===== src/rtl/regfile_dumper_pkg.sv =====
// Shared CPU definitions: register-file geometry, MAU address helper and the
// dumper FSM state encoding.
package regfile_dumper_pkg;

  localparam int REG_COUNT      = 32;
  localparam int REG_ADDR_SHIFT = 2;
  localparam int IDX_W          = 5;

  localparam logic [2:0] ST_IDLE    = 3'd0;
  localparam logic [2:0] ST_ISSUE   = 3'd1;
  localparam logic [2:0] ST_CAPTURE = 3'd2;
  localparam logic [2:0] ST_SEND    = 3'd3;
  localparam logic [2:0] ST_FINISH  = 3'd4;

  typedef struct packed {
    logic [IDX_W-1:0] index;
    logic [31:0]      data;
  } beat_t;

  // Word-aligned MAU byte address of a register index.
  function automatic logic [31:0] reg_addr(input logic [IDX_W-1:0] idx);
    return {{(32-IDX_W){1'b0}}, idx} << REG_ADDR_SHIFT;
  endfunction

endpackage


===== src/rtl/regfile_dumper.sv =====
// Walks NUM_REGS registers through the MAU read port while the CPU is halted
// and streams each (index, data) pair out over a valid/ready interface.
module regfile_dumper
  import regfile_dumper_pkg::*;
#(
  parameter int NUM_REGS   = 32,
  parameter int BASE_INDEX = 0
) (
  input  logic        clk,
  input  logic        reset,
  input  logic        alive,
  input  logic        start,
  output logic        busy,
  output logic        done,
  output logic        aborted,
  output logic        mau_clk_en,
  output logic [31:0] mau_address,
  output logic        mau_wren,
  input  logic [31:0] rf_data,
  output logic        out_valid,
  input  logic        out_ready,
  output logic [31:0] out_data,
  output logic [4:0]  out_index
);

  localparam logic [IDX_W-1:0] FIRST_IDX = IDX_W'(BASE_INDEX);
  localparam logic [IDX_W-1:0] LAST_IDX  = IDX_W'(BASE_INDEX + NUM_REGS - 1);

  logic [2:0]       state, state_nxt;
  logic [IDX_W-1:0] index;
  beat_t            beat_q;
  logic             out_valid_q, done_q, aborted_q;
  logic             handshake, abort, last_beat;

  assign handshake = out_valid_q & out_ready;
  assign last_beat = (index == LAST_IDX);
  // FINISH already reports a clean end, so alive there just returns to IDLE.
  assign abort     = alive & (state inside {ST_ISSUE, ST_CAPTURE, ST_SEND});

  always_comb begin
    state_nxt = state;
    case (state)
      ST_IDLE:    if (start && !alive) state_nxt = ST_ISSUE;
      ST_ISSUE:   state_nxt = ST_CAPTURE;
      ST_CAPTURE: state_nxt = ST_SEND;
      ST_SEND:    if (handshake) state_nxt = last_beat ? ST_FINISH : ST_ISSUE;
      ST_FINISH:  state_nxt = ST_IDLE;
      default:    state_nxt = ST_IDLE;
    endcase
    if (alive && state != ST_IDLE) state_nxt = ST_IDLE;
  end

  always_ff @(posedge clk) begin
    if (reset) begin
      state       <= ST_IDLE;
      index       <= '0;
      beat_q      <= '0;
      out_valid_q <= 1'b0;
      done_q      <= 1'b0;
      aborted_q   <= 1'b0;
    end else begin
      state     <= state_nxt;
      done_q    <= 1'b0;
      aborted_q <= 1'b0;
      case (state)
        ST_IDLE: if (start && !alive) index <= FIRST_IDX;
        ST_CAPTURE: begin
          beat_q      <= '{index: index, data: rf_data};
          out_valid_q <= 1'b1;
        end
        ST_SEND: if (handshake) begin
          out_valid_q <= 1'b0;
          if (last_beat) done_q <= !alive;
          else if (!alive) index <= index + 1'b1;
        end
        default: ;
      endcase
      // A handshake in the abort cycle is still consumed; the stream just stops.
      if (abort) begin
        out_valid_q <= 1'b0;
        done_q      <= 1'b1;
        aborted_q   <= 1'b1;
      end
    end
  end

  always_ff @(posedge clk) begin
    assert (NUM_REGS >= 1 && BASE_INDEX >= 0 && BASE_INDEX + NUM_REGS <= REG_COUNT)
      else $error("regfile_dumper: BASE_INDEX+NUM_REGS exceeds register file");
  end

  assign busy        = (state != ST_IDLE);
  assign done        = done_q;
  assign aborted     = aborted_q;
  assign mau_clk_en  = (state == ST_ISSUE);
  // index only moves when heading into ISSUE, so the address holds otherwise.
  assign mau_address = reg_addr(index);
  assign mau_wren    = 1'b0;
  assign out_valid   = out_valid_q;
  assign out_data    = beat_q.data;
  assign out_index   = beat_q.index;

endmodule


===== config.mk =====
export PLATFORM = sky130hd
export DESIGN_NAME = regfile_dumper
export DESIGN_NICKNAME = d
export VERILOG_FILES = /design/src/rtl/regfile_dumper_pkg.sv /design/src/rtl/regfile_dumper.sv
export SDC_FILE = /design/constraint.sdc
export NUM_CORES = 1
export LEC_CHECK = 0
export ABC_AREA = 1
export ABC_CLOCK_PERIOD_IN_PS = 1500
export CAP_MARGIN = 10
export CORE_MARGIN = 2
export CORE_UTILIZATION = 35
export DETAILED_ROUTE_END_ITERATION = 10
export GPL_TIMING_DRIVEN = 0
export PLACE_DENSITY_LB_ADDON = 0.25
export SYNTH_ARGS = -nofsm -noshare
export SYNTH_HDL_FRONTEND = slang
export SYNTH_SLANG_ARGS = --single-unit

===== constraint.sdc =====
create_clock -name clk -period 1.5 [get_ports clk]
set_clock_uncertainty 0.1 [all_clocks]
set_input_delay 0.15 -clock clk [delete_from_list [all_inputs] [get_ports clk]]
set_output_delay 0.15 -clock clk [all_outputs]
set_load 0.005 [all_outputs]

== Yosys cells after proc, flatten, opt, wreduce, memory -nomap -nowiden ==
Index checks and enable logic that the tools add are counted.
Storage, ports and cells
  register bits: 48
  input bits: 37
  logic and storage cells: 47
Operators by class
  add/subtract/negate cells: 1
  equal/unequal tests: 8
  multiplexer cells: 16
  bitwise gates (word level): 2
  reductions and logical operators: 13
Operators with widths (number)
  $mux W5: 4
  $pmux W3 S4: 1
  $pmux W5 S2: 1
  $mux W3: 3
  $ne A2 B2 Y1 const B: 4
  $eq A3 B2 Y1 const B: 2
  $mux W1: 6
  $reduce_bool A3 Y1: 2
  $add A5 B1 Y5 const B: 1
  $eq A5 B5 Y1 const B: 1
  $reduce_and A5 Y1: 1
  $reduce_and A2 Y1: 2
  $reduce_bool A2 Y1: 2
  $reduce_or A2 Y1: 2
  $eq A3 B1 Y1 const B: 1
  $logic_not A3 Y1: 1
  $and A1 B1 Y1: 2
  $logic_and A1 B1 Y1: 2
  $pmux W1 S2: 1
  $logic_not A1 Y1: 1

== Longest topological paths before layout ==
Gate-level depths: netlist (run 1).
  depth after elaboration: 5
  gate-level depth with buffers: 12
  depth with buffers taken out: 12

== Worst setup path after synthesis (run 1) ==
OpenSTA, ideal clock, no wires.
  kind: register to register
  start: register index[0]
  end: register index[4]
  data arrival time: 1.415 ns
  slack: -0.127 ns
  stages on the path, launching flop included: 13
  path buffers: 0
  clock period less this slack: 1.627 ns
  cell sequence: dfxtp_1 > ha_1 > nand2_1 > nor2_1 > ha_1 > inv_1 > nand3_1 > nand2_1 > nand3_2 > nor2_4 > nand2_1 > nand2_1 > nor2_1
Between the ends
  word-level cells in the longest chain between the ends: 5
RTL lines
  from (decl): line regfile_dumper.sv:30  | logic [IDX_W-1:0] index;
  from (signal assigned): line regfile_dumper.sv:74  | else if (!alive) index <= index + 1'b1;
  $add A5 B1 Y5: line regfile_dumper.sv:74
  $mux W5: line regfile_dumper.sv:74
  $mux W5: line regfile_dumper.sv:73  | if (last_beat) done_q <= !alive;
  $mux W5: line regfile_dumper.sv:71  | ST_SEND: if (handshake) begin
  $pmux W5 S2: line regfile_dumper.sv:65  | case (state)
Parallel ways exist; a longest one is shown, timed or not. The select of a mux whose other input is x is not followed.
A chain may end at the register's enable or synchronous reset.

== Worst setup path in the final report (run 1) ==
  start: register index[0]
  end: register index[1]
Same word-level chain as after synthesis.

==> out/results.txt, run 1 <==
First-pass GRT wire length: 8.09 mm
Die area: 6630 sq um
Placed Area: 3140 sq um
Most common cell after layout, fill and taps aside: nand2_1
Port Buffers: 82
Final Worst Setup Slack: -0.136 ns
Number of global-route vias before repair: 1787
Internal power: 3140 uW
Synth Instances: 278
Pin count of the biggest net entering global routing: 16
Total gr overflow: 0
Via density: 4.30
VDD IR max: 0.569 mV
Post-synthesis sequential area ratio: 0.458
Yosys Warn Count: 0
N_diodes: 0
Clk Latency, worst-skew pair: 0.30 ns
Initial core utilization: 0.359
Final setup vio count: 5
Layout cells sized above 1: 0.196
Pre-CTS WS: -0.228 ns
Fill count: 562
Rows: 28
Post-route DRC: 0
CTS Hold Bufs: 0
Clock buffer depth: 2
Final wirelength: 5.35 mm
Crit end category: flip-flop
Via count: 2057
Outcome: finished, violations left
Max H-tree Level: 2
DIE WIDTH: 81.4 um
Arrival time worst endpoint: 1.74 ns
Design Power: 4710 uW
Drt pass-1 iters: 4
Post-DRT Antenna Nets: 0
CTS root buf: clkbuf_8
Initial antenna violation count: 0
# IOs: 112
DP Wirelength: 3.77 mm
Routed len/inst: 11.2 um
Leading cell types in the layout, fill and taps excluded: nand2_1 (89), clkdlybuf4s50_1 (77), dfxtp_1 (42)
CTS tree: yes
Switch share: 0.333
Total of max-cap violations: 0
DIE HEIGHT: 81.4 um
Total CTS buffers: 5
Worst Hold Class: input port to flip-flop
Number of synthesized register bits: 48
Nets@finish: 442
Final TNS setup: -0.619 ns
Cell variety after synth: 24
Average size of a mapped cell: 7.55 sq um
Post-route minimum period: 1.64 ns
Clock network power share: 0.210
Post-synth top area share: 0.458
CORE AREA: 5850 sq um
Post-synth top area cell: dfxtp_1
Design Area, Final: 3390 sq um
All-Layer GR Usage: 0.159
RSZ-0062 raised after global routing: true
Worst-path maximum fanout: 7
Initial DRC Count: 86
Combinational group share of total power: 0.421
Max frequency: 0.611 GHz
Failing checks: negative setup slack
Clock slew at reported path FFs: 0.09 ns
Max Transition Viols Final: 0
Hold Vio Cnt, Final: 0
R2R setup slack: -0.14 ns
Synth area leaders: dfxtp_1 (46%), nand2_1 (16%), buf_4 (12%)
Psw: 1570 uW
CTS Sinks: 48
Mapped cell area: 2100 sq um
Pwr Density: 1390 nW/um^2
LEAKAGE: 0.00142 uW
Setup CP Type: flip-flop to flip-flop
RD Place Congestion: 0.883
Post-route clock period utilization: 1.09
CP Launch Type: flip-flop
Syn-to-layout area delta: 61.7%
Post-Route Utilization: 0.580
Sequential Power Share: 0.369
Crit path required time: 1.60 ns
[synthesized netlist by cell type, drive strengths merged]
| library cell | count |
|---|---|
| conb | 1 |
| nand2 | 93 |
| inv | 12 |
| nor3b | 1 |
| a211oi | 1 |
| nand3 | 8 |
| buf | 37 |
| nand4 | 1 |
| o21ai | 4 |
| a31oi | 1 |
| nor2 | 20 |
| nor3 | 1 |
| ha | 3 |
| clkbuf | 5 |
| dfxtp | 48 |
| o21bai | 1 |
| a21oi | 41 |
[cell families after synthesis]
logic type      share of synthesized area
flops                               0.458
simple gates                        0.241
other cells                       0.00179
fa+ha+maj                          0.0179
compound gates                      0.117
buf+inv                             0.164
[path summary, 6_finish.rpt]
kind | cells after the start | start | end
worst max-delay path | 12 | index[0] | index[1]
worst min-delay path | 3 | reset | index[0]
worst min register to register | 2 | out_data[7] | out_data[7]
worst max register to register | 12 | index[0] | index[1]
[what timing repair did]
action	in CTS	in global routing
endpoints found under the setup margin	10	11
setup buffers	6	2
cloned	0	0
resized for setup	13	16
pin swaps	6	14
[power groups by stage]
| stage | clock [uW] | combinational (uW) | sequential (uW) |
|---|---|---|---|
| after global routing | 1070 | 2200 | 1770 |
| after global placement | 0 | 1770 | 1760 |
| after floorplan | 0 | 958 | 1760 |
| after CTS | 1020 | 1910 | 1720 |
| after detailed placement | 0 | 1800 | 1760 |
| final | 987 | 1980 | 1740 |
[metrics by stage]
stage,cells,hold slack (ns)
floorplan,305,0.193
global placement,462,0.350
detailed placement,462,0.354
CTS,476,0.202
global route,478,0.230
finish,478,0.194
[worst max-delay path: stages (launching register included)]
cell and delay (ns):
dfxtp_4 0.37, ha_4 0.17, nand2_4 0.06, nor2_4 0.04
ha_4 0.15, inv_2 0.04, nand3_2 0.07, nand2_4 0.08
nand3_4 0.08, nor2_4 0.20, nand2_1 0.07, nand2_1 0.06
nor2_1 0.04
[metal layers]
| layer | up-vias | global-route usage | wire (um) |
|---|---|---|---|
| li1 | 1071 | - | - |
| met1 | 904 | 0.187 | 2180 |
| met2 | 76 | 0.266 | 2570 |
| met3 | 6 | 0.0560 | 529 |
| met4 | 0 | 0.0610 | 71 |
| met5 | - | 0 | 0 |
[state kept, by name, summed over array words and instances, names as in the netlist]
name	count
out_data	32
index	5
out_index	5
state	3
aborted	1
done	1
out_valid	1
[area by class of cell]
class / count / area [sq um] / share of cell area
flip-flops and latches: 48 / 981 / 0.289
well taps: 75 / 93.8 / 0.0277
repair buffers: 90 / 875 / 0.258
clock buffers: 6 / 82.6 / 0.0243
inverters: 12 / 45.0 / 0.0133
multi-input cells: 203 / 970 / 0.286
plain buffers: 42 / 307 / 0.0904
clock inverters: 2 / 38.8 / 0.0114
(Power assumes the default switching activity.)
==> run 2, diff against run 1 <==
Settings changed: SLEW_MARGIN set to 5.
==> results of run 2 <==
The final DEF is identical to that of run 1; final timing and power are the same.
